[src/rtl/seq_pattern_det.sv]
// rtl/seq_pattern_det.sv - serial pattern detector with programmable pattern/mask and hit counter
//
// Optional feature macro: SEQDET_CLR_EN (adds hit_clr, a synchronous clear of hit_count).
//
// Ports:
//   clk, reset      rising-edge clock, synchronous active-high reset
//   in_valid, w     serial sample strobe and data bit
//   cfg_load        latch cfg_pattern / cfg_mask / cfg_overlap, restart the sequence
//   cfg_pattern     target pattern, bit PAT_W-1 = oldest sample, bit 0 = newest
//   cfg_mask        1 = compare bit, 0 = don't care
//   cfg_overlap     1 = overlapping matches allowed
//   hit_clr         clear hit_count (SEQDET_CLR_EN only)
//   z               registered one-cycle match pulse
//   armed           history holds PAT_W valid samples
//   hit_count       saturating match count

module seq_pattern_det #(
    parameter int PAT_W = 4,
    parameter int CNT_W = 8
) (
    input  logic             clk,
    input  logic             reset,
    input  logic             in_valid,
    input  logic             w,
    input  logic             cfg_load,
    input  logic [PAT_W-1:0] cfg_pattern,
    input  logic [PAT_W-1:0] cfg_mask,
    input  logic             cfg_overlap,
`ifdef SEQDET_CLR_EN
    input  logic             hit_clr,
`endif
    output logic             z,
    output logic             armed,
    output logic [CNT_W-1:0] hit_count
);

    localparam int FILL_W = $clog2(PAT_W + 1);
    localparam logic [FILL_W-1:0] FILL_FULL = FILL_W'(PAT_W);
    localparam logic [CNT_W-1:0]  CNT_MAX   = {CNT_W{1'b1}};

    logic [PAT_W-1:0]  hist;
    logic [FILL_W-1:0] fill;
    logic [PAT_W-1:0]  pat;
    logic [PAT_W-1:0]  msk;
    logic              ovl;

    logic [PAT_W-1:0]  hist_n;
    logic [FILL_W-1:0] fill_n;
    logic              accept;
    logic              match;
    logic              clr;

`ifdef SEQDET_CLR_EN
    assign clr = hit_clr;
`else
    assign clr = 1'b0;
`endif

    // cfg_load outranks a sample presented in the same cycle, so the sample is dropped.
    assign accept = in_valid & ~cfg_load;

    always_comb begin
        hist_n = {hist[PAT_W-2:0], w};
        fill_n = (fill == FILL_FULL) ? FILL_FULL : fill + FILL_W'(1);
        match  = accept && (fill_n == FILL_FULL) && (((hist_n ^ pat) & msk) == '0);
    end

    always_ff @(posedge clk) begin
        if (reset) begin
            hist <= '0;
            fill <= '0;
            pat  <= '0;
            msk  <= '1;
            ovl  <= 1'b1;
            z    <= 1'b0;
        end else if (cfg_load) begin
            pat  <= cfg_pattern;
            msk  <= cfg_mask;
            ovl  <= cfg_overlap;
            fill <= '0;
            z    <= 1'b0;
        end else if (in_valid) begin
            hist <= hist_n;
            z    <= match;
            // Non-overlapping mode consumes the matched bits by restarting the fill.
            fill <= (match && !ovl) ? '0 : fill_n;
        end else begin
            z <= 1'b0;
        end
    end

    // The clear wins over a simultaneous increment; z is unaffected by it.
    always_ff @(posedge clk) begin
        if (reset || clr) begin
            hit_count <= '0;
        end else if (match && hit_count != CNT_MAX) begin
            hit_count <= hit_count + CNT_W'(1);
        end
    end

    assign armed = (fill == FILL_FULL);

endmodule

[config.mk]
export PLATFORM = sky130hd
export DESIGN_NAME = seq_pattern_det
export DESIGN_NICKNAME = d
export VERILOG_FILES = /design/src/rtl/seq_pattern_det.sv
export SDC_FILE = /design/constraint.sdc
export NUM_CORES = 1
export LEC_CHECK = 0
export CORE_MARGIN = 5
export CORE_UTILIZATION = 49
export DETAILED_ROUTE_END_ITERATION = 8
export HOLD_SLACK_MARGIN = 0.06
export PLACE_DENSITY = 0.74
export SETUP_SLACK_MARGIN = 0.3
export SKIP_CTS_REPAIR_TIMING = 1
export SLEW_MARGIN = 10
export SYNTH_ARGS = -nofsm -noshare
export SYNTH_HDL_FRONTEND = slang
export SYNTH_SLANG_ARGS = --single-unit
[constraint.sdc]
create_clock -name clk -period 2.2 [get_ports clk]
set_input_delay 0.33 -clock clk [delete_from_list [all_inputs] [get_ports clk]]
set_output_delay 0.33 -clock clk [all_outputs]
set_load 0.01 [all_outputs]
==> run_results.csv, run 1 <==
group,metric,value,unit
floorplanning,design.portCount,24,
timing,timing_worst_slew_pin_value,0.3612,ns
pwr,p_total,0.7905,mW
global_route,gr-usage-met3,0.02412,
layout,number_of_non_filler_instances_in_the_completed_layout,182,
timing,worst_slew_margin_rel,0.7585,
layout,multi_input_area,675.6,um2
global_route,antenna_found_initial,0,
setup_path,r2r-end,"hit_count[6]",
setup_path,critical_path.startpoint_type,"flip-flop",
layout,area_growth,33.59,%
global_route,gr-usage-all-layers,0.1387,
flow_run,maxCapViolCount,0,
placed_design,placed_area,1439,um2
setup_path,crit_type,"flip-flop to flip-flop",
global_route,grt_util_met2,0.2376,
placed_design,number_of_buffers_inserted_by_port_buffering,23,
synth,synth_enable_flop_cells,0,
hold_path,worst_min_delay_path_class,"flip-flop to flip-flop",
timing,setup_ws,0.3715,ns
setup_path,worst-r2r-cell-count,7,
placed_design,globalplace.congestion,0.8949,
synth,netlist_area,1151,um2
timing,timing.final.max_slew_violations,0,
timing,finalCritPeriodShare,0.8311,
layout,final_layout_size_suffix_gt1_frac,0.1818,
floorplanning,dieArea,3419,um2
floorplanning,die_w,58.47,um
clocking,cts-buffers-inserted,3,
synth,ys_ff_latch,24,
timing,rsz_0062_raised_after_global_routing,"true",
layout,seq_area,483.0,um2
run_status,status,"finished, final reports clean",
synth,synth_cell_type_count,32,
route,antenna_left,0,
global_route,grt_first_pass_wirelength,3.767,mm
synth,synth_sequential_area_ratio,0.4174,
synth,avgSynthCellArea,9.283,um2
clocking,cts_tree,"yes",
setup_path,worst_setup_path_startpoint,"fill[0]",
floorplanning,placementRows,17,
setup_path,timing.reg2reg.setup_slack,0.37,ns
synth,mappedNetlistNets,141,
route,detailed_route_wire_length_per_cell,13.65,um
layout,antenna-diode-count,0,
clocking,cts_root_buffer_type,"clkbuf_4",
pwr,power.static_leakage,0.6581,nW
floorplanning,start_util,0.5154,
layout,final.fill_count,183,
synth,synth_ff_type,"dfxtp_1",
timing,timing.clock.skew,0.009053,ns
setup_path,largest_driver_fanout_on_the_critical_path,6,
setup_path,r2r-start,"fill[0]",
global_route,grt_overflow,0,
placed_design,post-place-ws,0.09082,ns
placed_design,place_hpwl,1.788,mm
timing,final-setup-viol-count,0,
global_route,met1_usage,0.1640,
global_route,gr-max-usage-layer,"met2",
global_route,grt_start_max_net_pins,14,
synth,synth-warning-count,0,
layout,finish.net_count,172,
pwr,vdd.ir_drop.worst,0.0004238,V
route,vias,998,
clocking,clock_insertion_delay_worst_skew,0.32,ns
route,drt_first_pass_iters,4,
route,drt_iter0_markers,12,
floorplanning,dieHeight,58.47,um
clocking,cts.sinks,24,
floorplanning,core_area,2233,um2
pwr,power_per_cell_area,514.1,nW/um2
setup_path,worst-endpoint-arrival,2.05,ns
global_route,grt_pass1_vias,927,
setup_path,cp_data_required_time,2.42,ns
timing,min_period,1.828,ns
placed_design,post-place-cells,176,
clocking,clock_buffer_depth,2,
setup_path,critPathCaptureType,"flip-flop",
route,routed_wirelength,2.484,mm
clocking,clock_tree.htree_level_count,1,
layout,final_cell_area,1538,um2
route,vias_per_cell,5.484,
hold_path,whs_path_depth,2,
timing,final.setup.tns,0,ns
route,drc,0,
timing,maxClockFrequency,546.9,MHz
timing,final_hold_viol_count,0,
hold_path,hp-start,"ovl",
synth,synthCells,124,
synth,ys_async_sr_fraction,0,
hold_path,endpoint_with_the_worst_hold_slack,"ovl",
clocking,clock_pin_slew_on_the_worst_setup_and_hold_paths,0.12,ns
## worst max-delay path, cell delays in order (launching register included)
cell     delay [ns]
dfxtp_2        0.38
inv_1          0.07
ha_4           0.21
nor2b_1        0.14
o221a_4        0.25
nand2_4        0.08
or4_1          0.47
o211a_1        0.14
## power breakdown
part,switching [mW],total [mW],internal [mW]
Clock,0.131,0.232,0.101
Sequential,0.00832,0.455,0.447
Combinational,0.0486,0.103,0.0543
Total,0.188,0.790,0.603
## sequential cells by signal, indices dropped and copies added (netlist names)
register and count:
fill 3, hist 3, hit_count 8, msk 4, ovl 1, pat 4
z 1
## kinds of logic (layout without fill, tap and decap cells)
logic type | count (synthesis) | after routing | share of synthesized area
AOI/OAI and AO/OA | 17 | 17 | 0.1054
xor gates and xnor gates | 4 | 4 | 0.03043
adders and majority gates | 3 | 3 | 0.03261
buffers and inverters | 10 | 40 | 0.03260
DFF | 24 | 24 | 0.4174
muxes | 14 | 14 | 0.1239
and+or+nand+nor | 52 | 52 | 0.2576
## worst max-delay path by stage
stage                              end  slack [ns]  cells past startpoint
after detailed placement  hit_count[6]        0.09                      6
after global placement    hit_count[6]        0.13                      6
final                     hit_count[6]        0.37                      7
after floorplan           hit_count[6]        0.39                      7
after CTS                        armed        0.17                      4
after global routing      hit_count[6]        0.30                      7
## through the flow
step	utilization	hold slack [ns]
final	0.6885	0.5021
after floorplan	-	0.4420
after detailed placement	0.6443	0.4694
after global placement	0.6443	0.4560
after CTS	0.6605	0.5053
after global routing	0.6885	0.5350
## Yosys cell counts, types with 2 or more instances
master,n,share of area
a21oi_1,6,0.026
ha_1,3,0.033
and3_1,2,0.011
mux2i_1,12,0.10
a22oi_1,2,0.013
clkbuf_1,4,0.013
or3_1,4,0.022
o21ai_0,3,0.013
nand4_1,2,0.011
mux2_2,2,0.020
xor2_1,4,0.030
nor3_1,5,0.022
nor4_1,2,0.011
o31ai_1,2,0.013
inv_1,6,0.020
nand3_1,2,0.0087
nor2b_1,4,0.022
or4_1,3,0.020
nand2_1,11,0.036
nor2_1,10,0.033
dfxtp_1,24,0.42
## placed cells by master (no fill, tap or decap), types with 2 or more instances in the layout
cell,instances
clkdlybuf4s50_1,22
dfxtp_1,22
nand2_1,11
nor3_2,2
nand3_1,2
nor2b_1,4
xor2_1,4
dfxtp_2,2
or3_1,4
nand4_1,2
clkbuf_4,3
inv_1,6
nor3_1,3
o31ai_1,2
mux2i_1,12
a22oi_1,2
mux2_2,2
nor2_1,10
ha_1,2
o21ai_0,3
and3_1,2
or4_4,2
buf_4,7
a21oi_2,2
nor4_1,2
a21oi_1,4
## per-layer routing
layer	wire length, um	vias to the layer above
met5	0	-
met4	65	0
met3	96	9
met2	1245	18
met1	1078	468
li1	-	503
## cell type report
cell class,instances,area share
clock buffer,4,0.02360
sequential,24,0.3141
multi-input combinational,90,0.4394
inverter,6,0.01465
tap,28,0.02278
timing repair buffer,30,0.1855
(Power assumes the default switching activity.)
==> inputs of run 2 (changes only) <==
==> constraint.sdc (replaced) <==
create_clock -name clk -period 1.8 [get_ports clk]
set_input_delay 0.27 -clock clk [delete_from_list [all_inputs] [get_ports clk]]
set_output_delay 0.27 -clock clk [all_outputs]
set_load 0.01 [all_outputs]
==> run 2 against run 1 <==
  * Routed wire length is 13% higher
  * Largest power group unchanged
  * Largest cell class unchanged
  * Sequential cell count stayed put
  * Worst setup slack worse by 0.30 ns
==> run_results.csv, run 2 (synthesized netlist as in run 1, its figures left out) <==
group,metric,value,unit
placed_design,number_of_buffers_inserted_by_port_buffering,23,
setup_path,timing.critical_path.to,"hit_count[4]",
clocking,clock_buffer_depth,2,
global_route,grt_start_max_net_pins,15,
setup_path,crit_path_max_incr_delay,0.37,ns
timing,rsz_0062_raised_after_global_routing,"true",
timing,min_period,1.724,ns
floorplanning,start_util,0.5154,
run_status,status,"finished, final reports clean",
clocking,cts_root_buffer_type,"clkbuf_4",
layout,layout_common_cells,"clkdlybuf4s50_1 (17), dfxtp_1 (15), mux2i_1 (12)",
flow_run,maxCapViolCount,0,
route,vias_per_cell,5.522,
pwr,p_total,1.098,mW
layout,area_growth,43.26,%
layout,final.fill_count,180,
timing,final_hold_viol_count,0,
setup_path,cell_with_the_largest_stage_delay_on_the_worst_path,"dfxtp_2",
global_route,grt_first_pass_wirelength,4.478,mm
placed_design,post-place-cells,179,
layout,antenna-diode-count,0,
timing,timing_worst_slew_pin_value,0.3367,ns
timing,timing.clock.skew,0.007021,ns
setup_path,worst-r2r-cell-count,7,
layout,utilization,0.7384,
clocking,clock_insertion_delay_worst_skew,0.33,ns
route,antenna_left,0,
route,drt_iter0_markers,28,
route,detailed_route_wire_length_per_cell,15.03,um
layout,final_layout_size_suffix_gt1_frac,0.3101,
global_route,gr-usage-all-layers,0.1708,
clocking,clock_pin_slew_on_the_worst_setup_and_hold_paths,0.14,ns
placed_design,place_hpwl,1.929,mm
global_route,grt_overflow,0,
pwr,vdd.ir_drop.worst,0.0005666,V
floorplanning,design.portCount,24,
pwr,power_per_cell_area,665.7,nW/um2
setup_path,r2r-start,"fill[1]",
timing,setup_ws,0.07583,ns
route,drt_first_pass_iters,4,
clocking,cts.sinks,24,
placed_design,post-place-ws,-0.2565,ns
route,vias,1027,
global_route,antenna_found_initial,0,
setup_path,crit_type,"flip-flop to flip-flop",
layout,final_common_cell,"clkdlybuf4s50_1",
layout,largest_register_ffs,8,
setup_path,worst_setup_path_startpoint,"fill[1]",
floorplanning,die_w,58.47,um
global_route,grt_pass1_vias,998,
setup_path,timing.reg2reg.setup_slack,0.08,ns
layout,largest_registers,"hit_count: 8 flops, msk: 4 flops, pat: 4 flops",
setup_path,largest_driver_fanout_on_the_critical_path,8,
timing,timing.final.max_slew_violations,0,
floorplanning,placementRows,17,
pwr,power.static_leakage,0.7694,nW
setup_path,timing.critical_path.cells,"inv_2, ha_4, nor2b_4, o221a_4, nand3_4, nor3_2, mux2_4",
layout,max_flop_register,"hit_count",
timing,final.setup.tns,0,ns
layout,finish.net_count,176,
setup_path,r2r-end,"hit_count[4]",
setup_path,critical_path.startpoint_type,"flip-flop",
clocking,cts-buffers-inserted,3,
timing,final-setup-viol-count,0,
setup_path,cp_data_required_time,2.03,ns
clocking,cts_tree,"yes",
floorplanning,dieHeight,58.47,um
setup_path,critPathCaptureType,"flip-flop",
route,routed_wirelength,2.795,mm
setup_path,worst-endpoint-arrival,1.96,ns
hold_path,worst_min_delay_path_class,"flip-flop to flip-flop",
route,drc,0,
timing,finalCritPeriodShare,0.9579,
layout,number_of_non_filler_instances_in_the_completed_layout,186,
clocking,clock_tree.htree_level_count,1,
timing,worst_slew_margin_rel,0.7748,
floorplanning,core_area,2233,um2
floorplanning,dieArea,3419,um2
placed_design,globalplace.congestion,0.8469,
timing,maxClockFrequency,580.0,MHz
## run 2: worst max-delay path: cells and delay by family (launching register included)
family,cells,cell delay (ns)
AO/OA/AOI/OAI,1,0.22
adder cells (fa/ha/maj),1,0.24
buffers and inverters,1,0.05
multiplexers,1,0.32
AND/OR/NAND/NOR,3,0.43
flip-flops,1,0.37
## run 2: worst min-delay path by stage
stage,endpoint,cells after the start,from
2_1_floorplan,ovl,2,cfg_overlap
3_3_place_gp,msk[1],2,msk[1]
3_5_place_dp,msk[3],2,msk[3]
4_1_cts,msk[3],2,msk[3]
5_1_grt,hit_count[5],2,hit_count[5]
6_report,hit_count[5],2,hit_count[5]
## run 2: area by class of cell
cell class	instances	area (um2)	area share
Tap cell	28	35.03	0.02124
Sequential cell	24	491.7	0.2982
Clock buffer	3	22.52	0.01366
Clock inverter	1	30.03	0.01821
Inverter	6	22.52	0.01366
Timing Repair Buffer	34	330.3	0.2003
Multi-Input combinational cell	90	716.9	0.4348
## run 2: per-stage QoR
stage / hold WS [ns] / instance area, um2
after floorplan: 0.3984 / 1172
after global placement: 0.4574 / 1483
after detailed placement: 0.4609 / 1483
after CTS: 0.4938 / 1535
after global routing: 0.5116 / 1649
final: 0.5009 / 1649
## run 2: where the power goes
part / internal, mW / switching [mW]
clock: 0.225 / 0.172
combinational: 0.0749 / 0.0688
sequential: 0.546 / 0.0109
total: 0.847 / 0.251
## run 2: routing by layer
metal / global-route usage / vias up / share of wire
li1: - / 513 / -
met1: 0.2102 / 478 / 0.42
met2: 0.2887 / 29 / 0.51
met3: 0.02851 / 7 / 0.043
met4: 0.07947 / 0 / 0.024
met5: 0 / - / 0
